[src/rtl/wb_bridge_pkg.sv]
// Shared types and helpers for the Wishbone target bridge: FSM state encoding,
// default error read data and the target-index width helper.
package wb_bridge_pkg;

  typedef enum logic [1:0] {
    StIdle,
    StReq,
    StResp
  } bridge_state_e;

  localparam logic [31:0] ERR_DATA_DEFAULT = 32'hDEAD_BEEF;

  // Index field is at least one bit wide, even for a single target.
  function automatic int unsigned idx_width(input int unsigned n);
    int unsigned w;
    w = 1;
    while ((32'd1 << w) < n) begin
      w = w + 1;
    end
    return w;
  endfunction

endpackage

[src/rtl/wb_addr_decode.sv]
// Combinational target-window decoder: compares the bridge base bits and
// extracts the target index from the upper part of the byte address.
module wb_addr_decode
  import wb_bridge_pkg::*;
#(
  parameter int unsigned  N_TGT     = 4,
  parameter int unsigned  WIN_BITS  = 12,
  parameter logic [31:0]  BASE_ADDR = 32'h3000_0000,
  localparam int unsigned IDX_W     = idx_width(N_TGT),
  localparam int unsigned TOP_LSB   = WIN_BITS + IDX_W
) (
  input  logic [31-WIN_BITS:0] adr_i,
  output logic                 hit_o,
  output logic [IDX_W-1:0]     idx_o
);

  logic base_match;
  logic idx_ok;

  assign idx_o      = adr_i[IDX_W-1:0];
  assign base_match = (adr_i[31-WIN_BITS:IDX_W] == BASE_ADDR[31:TOP_LSB]);

  // When N_TGT fills the index field every index is valid.
  if (N_TGT == (32'd1 << IDX_W)) begin : g_full
    assign idx_ok = 1'b1;
  end else begin : g_part
    assign idx_ok = (32'(idx_o) < N_TGT);
  end

  assign hit_o = base_match & idx_ok;

endmodule

[src/rtl/wb_target_bridge.sv]
// Wishbone-classic slave front-end fanning out to N_TGT register targets with
// timeout and sticky error reporting. Define WB_BRIDGE_STATS_EN to add err_cnt.
module wb_target_bridge
  import wb_bridge_pkg::*;
#(
  parameter int unsigned       N_TGT     = 4,
  parameter int unsigned       DATA_W    = 32,
  parameter int unsigned       WIN_BITS  = 12,
  parameter logic [31:0]       BASE_ADDR = 32'h3000_0000,
  parameter int unsigned       TIMEOUT   = 255,
  parameter logic [DATA_W-1:0] ERR_DATA  = DATA_W'(ERR_DATA_DEFAULT),
  localparam int unsigned      IDX_W     = idx_width(N_TGT),
  localparam int unsigned      SEL_W     = DATA_W / 8
) (
  input  logic                    wb_clk,
  input  logic                    wb_rst,
  input  logic [31:0]             wbs_adr,
  input  logic [DATA_W-1:0]       wbs_wdata,
  input  logic [SEL_W-1:0]        wbs_sel,
  input  logic                    wbs_cyc,
  input  logic                    wbs_stb,
  input  logic                    wbs_we,
  output logic                    wbs_ack,
  output logic [DATA_W-1:0]       wbs_rdata,
  output logic [N_TGT-1:0]        tgt_req,
  output logic                    tgt_we,
  output logic [WIN_BITS-1:0]     tgt_addr,
  output logic [DATA_W-1:0]       tgt_wdata,
  output logic [SEL_W-1:0]        tgt_sel,
  input  logic [N_TGT-1:0]        tgt_ack,
  input  logic [N_TGT*DATA_W-1:0] tgt_rdata,
  output logic                    err_irq,
  input  logic                    err_clr
`ifdef WB_BRIDGE_STATS_EN
  ,
  output logic [15:0]             err_cnt
`endif
);

  bridge_state_e         state_q, state_d;
  logic [IDX_W-1:0]      idx_q, idx_d;
  logic [15:0]           cnt_q, cnt_d;
  logic                  wbs_ack_q, wbs_ack_d;
  logic [DATA_W-1:0]     rdata_q, rdata_d;
  logic [N_TGT-1:0]      tgt_req_q, tgt_req_d;
  logic                  tgt_we_q, tgt_we_d;
  logic [WIN_BITS-1:0]   tgt_addr_q, tgt_addr_d;
  logic [DATA_W-1:0]     tgt_wdata_q, tgt_wdata_d;
  logic [SEL_W-1:0]      tgt_sel_q, tgt_sel_d;
  logic                  err_irq_q, err_irq_d;
  logic                  err_set;

  logic                  dec_hit;
  logic [IDX_W-1:0]      dec_idx;
  logic                  sel_ack;
  logic [DATA_W-1:0]     sel_rdata;

  wb_addr_decode #(
    .N_TGT     (N_TGT),
    .WIN_BITS  (WIN_BITS),
    .BASE_ADDR (BASE_ADDR)
  ) u_decode (
    .adr_i (wbs_adr[31:WIN_BITS]),
    .hit_o (dec_hit),
    .idx_o (dec_idx)
  );

  assign sel_ack   = tgt_ack[idx_q];
  assign sel_rdata = tgt_rdata[32'(idx_q) * DATA_W +: DATA_W];

  always_comb begin
    state_d     = state_q;
    idx_d       = idx_q;
    cnt_d       = cnt_q;
    wbs_ack_d   = 1'b0;
    rdata_d     = rdata_q;
    tgt_req_d   = tgt_req_q;
    tgt_we_d    = tgt_we_q;
    tgt_addr_d  = tgt_addr_q;
    tgt_wdata_d = tgt_wdata_q;
    tgt_sel_d   = tgt_sel_q;
    err_set     = 1'b0;

    unique case (state_q)
      StIdle: begin
        if (wbs_cyc && wbs_stb) begin
          if (dec_hit) begin
            state_d     = StReq;
            idx_d       = dec_idx;
            cnt_d       = '0;
            tgt_req_d   = N_TGT'(1) << dec_idx;
            tgt_we_d    = wbs_we;
            tgt_addr_d  = wbs_adr[WIN_BITS-1:0];
            tgt_wdata_d = wbs_wdata;
            tgt_sel_d   = wbs_sel;
          end else begin
            // Decode miss: nothing reaches a target, answer with error data.
            state_d   = StResp;
            wbs_ack_d = 1'b1;
            rdata_d   = ERR_DATA;
            err_set   = 1'b1;
          end
        end
      end
      StReq: begin
        if (!wbs_cyc) begin
          state_d   = StIdle;
          tgt_req_d = '0;
        end else if (sel_ack) begin
          // Ack takes priority over a coincident timeout.
          state_d   = StResp;
          tgt_req_d = '0;
          wbs_ack_d = 1'b1;
          rdata_d   = tgt_we_q ? '0 : sel_rdata;
        end else if (cnt_q == 16'(TIMEOUT - 1)) begin
          state_d   = StResp;
          tgt_req_d = '0;
          wbs_ack_d = 1'b1;
          rdata_d   = ERR_DATA;
          err_set   = 1'b1;
        end else begin
          cnt_d = cnt_q + 16'd1;
        end
      end
      StResp: begin
        state_d = StIdle;
      end
      default: begin
        state_d = StIdle;
      end
    endcase

    err_irq_d = err_set | (err_irq_q & ~err_clr);
  end

  always_ff @(posedge wb_clk or posedge wb_rst) begin
    if (wb_rst) begin
      state_q     <= StIdle;
      idx_q       <= '0;
      cnt_q       <= '0;
      wbs_ack_q   <= 1'b0;
      rdata_q     <= '0;
      tgt_req_q   <= '0;
      tgt_we_q    <= 1'b0;
      tgt_addr_q  <= '0;
      tgt_wdata_q <= '0;
      tgt_sel_q   <= '0;
      err_irq_q   <= 1'b0;
    end else begin
      state_q     <= state_d;
      idx_q       <= idx_d;
      cnt_q       <= cnt_d;
      wbs_ack_q   <= wbs_ack_d;
      rdata_q     <= rdata_d;
      tgt_req_q   <= tgt_req_d;
      tgt_we_q    <= tgt_we_d;
      tgt_addr_q  <= tgt_addr_d;
      tgt_wdata_q <= tgt_wdata_d;
      tgt_sel_q   <= tgt_sel_d;
      err_irq_q   <= err_irq_d;
    end
  end

`ifdef WB_BRIDGE_STATS_EN
  logic [15:0] err_cnt_q, err_cnt_d;

  always_comb begin
    err_cnt_d = err_cnt_q;
    if (err_set) begin
      if (err_clr) begin
        err_cnt_d = 16'd1;
      end else if (err_cnt_q != 16'hFFFF) begin
        err_cnt_d = err_cnt_q + 16'd1;
      end
    end else if (err_clr) begin
      err_cnt_d = '0;
    end
  end

  always_ff @(posedge wb_clk or posedge wb_rst) begin
    if (wb_rst) begin
      err_cnt_q <= '0;
    end else begin
      err_cnt_q <= err_cnt_d;
    end
  end

  assign err_cnt = err_cnt_q;
`endif

  assign wbs_ack   = wbs_ack_q;
  assign wbs_rdata = rdata_q;
  assign tgt_req   = tgt_req_q;
  assign tgt_we    = tgt_we_q;
  assign tgt_addr  = tgt_addr_q;
  assign tgt_wdata = tgt_wdata_q;
  assign tgt_sel   = tgt_sel_q;
  assign err_irq   = err_irq_q;

endmodule

[config.mk]
export PLATFORM = sky130hd
export DESIGN_NAME = wb_target_bridge
export DESIGN_NICKNAME = d
export VERILOG_FILES = /design/src/rtl/wb_bridge_pkg.sv /design/src/rtl/wb_addr_decode.sv /design/src/rtl/wb_target_bridge.sv
export SDC_FILE = /design/constraint.sdc
export NUM_CORES = 1
export LEC_CHECK = 0
export ABC_AREA = 0
export CORE_UTILIZATION = 43
export CTS_CLUSTER_DIAMETER = 30
export DETAILED_ROUTE_END_ITERATION = 16
export GPL_ROUTABILITY_DRIVEN = 1
export GPL_TIMING_DRIVEN = 0
export PLACE_DENSITY = 0.91
export SLEW_MARGIN = 20
export SYNTH_ARGS = -nofsm -noshare
export SYNTH_HDL_FRONTEND = slang
export SYNTH_SLANG_ARGS = --single-unit
[constraint.sdc]
create_clock -name wb_clk -period 6.1 [get_ports wb_clk]
set_clock_uncertainty 0.05 [all_clocks]
set_input_delay 1.22 -clock wb_clk [delete_from_list [all_inputs] [get_ports wb_clk]]
set_output_delay 1.22 -clock wb_clk [all_outputs]
set_load 0.01 [all_outputs]
==> results of run 1 <==
metal layers:
metal	track usage, %	wire, um	vias up
met5	0	0	-
met4	11.6	666	0
met3	8.75	1360	50
met2	49.2	9280	229
met1	27.1	5950	2378
li1	-	-	2203
state kept, by name, indices dropped and copies added (netlist names):
register / flops
tgt_wdata: 32
state_q: 2
wbs_rdata: 32
wbs_ack: 1
tgt_we: 1
cnt_q: 16
tgt_addr: 12
tgt_req: 4
idx_q: 2
err_irq: 1
tgt_sel: 4
per-stage QoR:
step | hold slack, ns | util, % | total power [W]
after floorplan | 0.430 | - | 0.000769
after global placement | 0.417 | 70.5 | 0.000910
after detailed placement | 0.424 | 70.8 | 0.000918
after CTS | 0.439 | 73.3 | 0.00151
after global routing | 0.464 | 73.3 | 0.00155
final | 0.434 | 73.3 | 0.00150
how the worst min path moves through the flow:
stage	endpoint	slack (ns)	cells after the start	start
finish	wbs_rdata[26]	0.43	1	wbs_rdata[26]
global route	wbs_rdata[9]	0.46	1	wbs_rdata[9]
CTS	wbs_rdata[26]	0.44	1	wbs_rdata[26]
detailed placement	wbs_rdata[26]	0.42	1	wbs_rdata[26]
global placement	wbs_rdata[31]	0.42	1	wbs_rdata[31]
floorplan	cnt_q[9]	0.43	1	cnt_q[9]
worst max-delay path, cell delays in order:
cell and delay (ns):
clkdlybuf4s50_1 0.41, nor4_1 0.29, nand4_1 0.28, nor4_4 0.79, buf_2 0.39, mux2_2 0.38
synthesized netlist by cell type, types with 4 or more instances:
cell	instances	area share [%]
dfrtp_1	107	49
mux2_2	70	14
o21ai_0	36	3.3
mux4_2	33	13
inv_1	32	2.2
nand2_1	19	1.3
mux2_1	13	2.7
nand3_1	13	1.2
clkbuf_1	12	0.82
nor2b_1	12	1.4
buf_2	8	0.73
nor2_1	6	0.41
nor4_1	6	0.68
or4_1	6	0.82
nand4_1	5	0.57
o22a_1	5	0.80
o211ai_1	4	0.55
logic make-up (layout without fill, tap and decap cells):
family / count (synthesis) / after routing / share of synthesized area, %
AOI/OAI and AO/OA: 64 / 64 / 7.57
adders and majority gates: 2 / 2 / 0.454
buffers and inverters: 56 / 365 / 4.41
DFF: 107 / 107 / 48.6
muxes: 118 / 118 / 30.8
and+or+nand+nor: 81 / 81 / 8.11
final cells by class:
class	instances	area, um^2	share of cell area (%)
clock inverters	5	60.1	0.669
inverters	32	125	1.39
plain buffers	24	123	1.36
well taps	168	210	2.34
multi-input cells	265	2590	28.9
flip-flops and latches	107	2680	29.8
clock buffers	11	243	2.70
repair buffers	293	2950	32.8
power by group:
part / leakage (nW) / switching (W) / internal, W
Combinational: 2.16 / 0.0000518 / 0.000141
Clock: 0.147 / 0.000260 / 0.000332
Sequential: 1.36 / 0.000000780 / 0.000710
Total: 3.67 / 0.000313 / 0.00118
cell usage in the layout, fill, tap and decap left out, drive strengths merged, types with 3 or more instances in the layout:
cell type      count
nor2               6
nand2             19
o211ai             4
o22a               5
clkdlybuf4s50    292
o21ai             37
or4                6
buf               13
nand3             13
o31ai              3
dfrtp            107
nand4              5
and3               3
a31oi              3
nor2b             12
nor3               3
clkbuf            23
mux2              83
inv               34
nor4               7
mux4              33
==> results.md, run 1 <==
* Run status: finished, final reports clean
* DR vias at 4,860
* WL/cell at 19.1 um
* CP endpoint: tgt_wdata[17]
* Cells after DPL at 889
* Sink Count at 107
* Worst reg-to-reg path cell count at 6
* CP Class: in -> reg
* CTS Buf Count at 9
* Post-Syn Area at 0.00551 mm^2
* Min cycle time layout at 3.58 ns
* Fin crit share at 58.7%
* I/O Pins at 293
* Mapped Cells at 428
* Slew @ Worst Pin at 0.866 ns
* Fmax at 279 MHz
* Startpoint Class: input pin
* Drt pass-1 iters at 4
* Die area at 0.0133 mm^2
* Diodes inserted at 0
* Placeable Area at 0.0123 mm^2
* Largest net degree at the start of global routing at 69
* Hold buffers post-CTS at 0
* GP Congestion at 0.917
* Slew headroom at 42.3%
* Worst reg2reg endpoint: wbs_rdata[5]
* Reg clk slew, reported paths at 0.07 ns
* Asr flop ratio synth at 100%
* Skew-Pair Late Insertion Delay at 0.34 ns
* Main synth FF type: dfrtp_1
* Fillers at 805
* Max_cap viols at 0
* CTS tree: built
* Setup slack after layout at 2.52 ns
* Clk buf depth at 2
* Dpl ws at 2.15 ns
* Post-DP HPWL at 13,800 um
* Critical Path Sink Type: flip-flop
* Final hold violation count at 0
* Drt total wl at 17,300 um
* Net Count, Synth at 636
* Nets at 940
* Site Rows at 40
* Source of the worst register-to-register timing path: idx_q[0]
* H-tree depth at 3
* CP Data Arrival Time at 3.76 ns
* First-pass GRT wire length at 26,300 um
* PD cells at 167 mW/mm^2
* Synth Register Bits at 107
* Layout cells sized above 1 at 18.2%
* Initial antenna violation count at 0
* Worst setup path start: wbs_adr[22]
* Yosys warns at 0
* Pleak at 3.67 nW
* Critical Path RT at 6.28 ns
* Die height at 115 um
* # port buffers at 292
* Final Slew Violations at 0
* Setup_tns at 0 ns
* Post-DRT Antenna Nets at 0
* PostCTS Resize Cnt at 0
* RSZ-0062 raised after global routing: no
* Yosys cell types at 40
* Hold Path Class: reg -> reg
* Post-synth EDFFs at 0
* VDD IR max at 179 uV
* Final cell count without fillers at 905
* DRC violations left at 0
* Endpoints failing setup at 0
* Post-synthesis sequential area ratio at 48.6%
* Syn Area/Cell at 12.9 um^2
* Vias in the first global route at 5,198
* Post-CTS setup buffers at 0
* Post-DP Area at 0.00868 mm^2
* P&R area growth vs syn at 63.1%
* Post-route cell area at 0.00898 mm^2
* GRT overflow at 0
* Crit-path max FO at 10
* R2R Setup Slk at 3.32 ns
* 1st-iter DRT viols at 247
* Initial Util at 44.9%
* Vias per cell at 5.37
* Total routing usage reported by global routing at 26.5%
* Die Span X at 115 um
* Root Driver: clkbuf_16
Power figures use the tool's default switching activity.
==> inputs of run 2 (changes only) <==
--- a/config.mk
+++ b/config.mk
@@ -6,12 +6,12 @@
 export NUM_CORES = 1
 export LEC_CHECK = 0
 export ABC_AREA = 0
-export CORE_UTILIZATION = 43
+export CORE_UTILIZATION = 40
 export CTS_CLUSTER_DIAMETER = 30
 export DETAILED_ROUTE_END_ITERATION = 16
 export GPL_ROUTABILITY_DRIVEN = 1
 export GPL_TIMING_DRIVEN = 0
-export PLACE_DENSITY = 0.91
+export PLACE_DENSITY = 0.86
 export SLEW_MARGIN = 20
 export SYNTH_ARGS = -nofsm -noshare
 export SYNTH_HDL_FRONTEND = slang
==> constraint.sdc (replaced) <==
create_clock -name wb_clk -period 3.6 [get_ports wb_clk]
set_clock_uncertainty 0.05 [all_clocks]
set_input_delay 0.72 -clock wb_clk [delete_from_list [all_inputs] [get_ports wb_clk]]
set_output_delay 0.72 -clock wb_clk [all_outputs]
set_load 0.01 [all_outputs]
==> run 2 against run 1 <==
Net effect:
- global-route usage fell by 1.1 points
- critical endpoint is now tgt_wdata[15]
- sequential cell count did not move
- clock power rose by 62%
- final area barely moved
- sequential power rose by 69%
- routed wire length rose by 2.3%
- via count rose by 1.3%
- non-clock buffer count did not move
- die area rose by 7.4%
- sequential share of layout area barely moved
==> results.md, run 2 (synthesized netlist as in run 1, its figures left out) <==
* Run status: finished, final reports clean
* Fillers at 975 (+21%)
* Pleak at 3.66 nW (-0.26%)
* Final hold violation count at 0 (unchanged)
* Layout cells sized above 1 at 18.2% (unchanged)
* Post-DRT Antenna Nets at 0 (unchanged)
* Site Rows at 42 (+5.0%)
* CP cell instances: clkdlybuf4s50_1 > nor4_1 > nand4_1 > nor4_4 > buf_2 > mux2_2
* DRC violations left at 0 (unchanged)
* Register Area at 0.00268 mm^2 (unchanged)
* Fmax at 328 MHz
* Most common cell after layout, fill and taps aside: clkdlybuf4s50_1
* CTS Buf Count at 9 (unchanged)
* R2R Setup Slk at 0.81 ns (-2.51 ns)
* Diodes inserted at 0 (unchanged)
* Final Slew Violations at 0 (unchanged)
* Min cycle time layout at 3.05 ns
* Crit path largest cell delay at 0.72 ns (-0.07 ns)
* Worst Hold Path Cells at 1 (unchanged)
* Fin crit share at 84.6%
* Placeable Area at 0.0133 mm^2 (+8.9%)
* Initial Util at 41.3% (-3.7 points)
* Reg clk slew, reported paths at 0.07 ns (about the same)
* GP Congestion at 0.881 (-3.9%)
* Worst reg-to-reg path cell count at 8 (+2)
* Clk buf depth at 2 (unchanged)
* GRT met1 Usage at 28.3% (+1.2 points)
* Drt total wl at 17,600 um (+2.3%)
* GR Layer Usage met3 at 5.51% (-3.2 points)
* Total routing usage reported by global routing at 25.4% (-1.1 points)
* Source of the worst register-to-register timing path: cnt_q[0]
* I/O Pins at 293 (unchanged)
* Commonest cells after routing, fill and taps aside: 292 x clkdlybuf4s50_1, 107 x dfrtp_1, 70 x mux2_2
* VDD IR max at 262 uV (+46%)
* Post-DP Area at 0.00869 mm^2 (+0.12%)
* Setup_tns at 0 ns (unchanged)
* PostCTS Resize Cnt at 0 (unchanged)
* 1st-iter DRT viols at 205 (-17%)
* WHS Endpoint: wbs_rdata[31]
* GRT overflow at 0 (unchanged)
* CP Data Arrival Time at 3.23 ns (-0.53 ns)
* Drt pass-1 iters at 4 (unchanged)
* Critical Path Sink Type: flip-flop
* Post-CTS setup buffers at 0 (unchanged)
* # port buffers at 292 (unchanged)
* Setup slack after layout at 0.554 ns (-1.96 ns)
* Vias per cell at 5.39 (+0.37%)
* Skew-Pair Late Insertion Delay at 0.35 ns (about the same)
* Vias in the first global route at 5,348 (+2.9%)
* Dpl ws at 0.136 ns (-2.02 ns)
* Root Driver: clkbuf_16
* Most used routing layer in global routing: met2
* DR vias at 4,921 (+1.3%)
* Critical path's slowest cell: nor4_4
* P&R area growth vs syn at 63.0% (about the same)
* H-tree depth at 3 (unchanged)
* Post-DP HPWL at 14,000 um (+1.4%)
* Crit-path max FO at 10 (unchanged)
* CP Class: in -> reg
* Hold buffers post-CTS at 0 (unchanged)
* Die Span X at 119 um (+3.6%)
* Hold Path Class: reg -> reg
* Nets at 940 (unchanged)
* Max_cap viols at 0 (unchanged)
* PD cells at 277 mW/mm^2 (+67%)
* Initial antenna violation count at 0 (unchanged)
* First-pass GRT wire length at 27,800 um (+5.6%)
* Worst reg2reg endpoint: wbs_rdata[4]
* RSZ-0062 raised after global routing: no
* Largest net degree at the start of global routing at 79 (+14%)
* Slew headroom at 44.1% (+1.8 points)
* HP Start: wbs_rdata[31]
* Met2 Usage GRT at 46.4% (-2.8 points)
* Die area at 0.0142 mm^2 (+7.4%)
* Area of the multi-input gates at 0.00259 mm^2 (unchanged)
* CTS tree: built
* WL/cell at 19.3 um (+1.4%)
* Sink Count at 107 (unchanged)
* Endpoints failing setup at 0 (unchanged)
* Die height at 119 um (+3.6%)
* Startpoint Class: input pin
* Critical Path RT at 3.78 ns (-2.50 ns)
* Post-route cell area at 0.00898 mm^2 (about the same)
* Slew @ Worst Pin at 0.839 ns (-0.0275 ns)
[run 2: changes by cell type in the layout (fill, tap and decap cells not counted), sizes merged]
| cell | before | now |
|---|---|---|
| bufinv | 1 | 0 |
| inv | 34 | 35 |
[run 2: metal layers]
layer  part of all wire [%]  up-vias  routed length, um
met4                    2.9        0                518
met3                    6.7       44               1180
met5                      0        -                  0
met1                     37     2444               6570
met2                     53      232               9380
li1                       -     2201                  -
[run 2: worst max-delay path, delay by kind of cell]
kind                   cells  cell delay, ns
and+or+nand+nor            3            1.32
buffers and inverters      2            0.79
muxes                      1            0.39
[run 2: area by class of cell]
cell class              count  share of cell area [%]
repair buffers            293                    32.9
flip-flops and latches    107                    29.8
clock buffers              11                    2.70
plain buffers              24                    1.37
well taps                 176                    2.45
multi-input cells         265                    28.9
clock inverters             5                   0.474
inverters                  32                    1.39
[run 2: power breakdown]
part / switching, W / internal [W]
registers: 0.00000145 / 0.00120
logic: 0.0000889 / 0.000239
clock network: 0.000459 / 0.000498
[run 2: how the worst max path moves through the flow]
| stage | cells after the start | slack [ns] | startpoint | end |
|---|---|---|---|---|
| after global placement | 2 | -1.50 | wb_rst | cnt_q[5] |
| after detailed placement | 6 | 0.14 | wbs_adr[31] | tgt_wdata[15] |
| after floorplan | 1 | 0.01 | wb_rst | cnt_q[0] |
| final | 6 | 0.55 | wbs_adr[31] | tgt_wdata[15] |
| after global routing | 6 | 0.30 | wbs_adr[31] | tgt_wdata[15] |
| after CTS | 6 | 0.52 | wbs_adr[31] | tgt_wdata[15] |
[run 2: per-stage QoR]
stage / util [%] / hold WS (ns) / cells / total power [W]
after detailed placement: 65.1 / 0.424 / 897 / 0.00156
after global routing: 67.2 / 0.455 / 913 / 0.00258
after CTS: 67.2 / 0.441 / 913 / 0.00252
after global placement: 64.8 / 0.417 / 896 / 0.00154
final: 67.2 / 0.438 / 913 / 0.00249
after floorplan: - / 0.430 / 428 / 0.00130
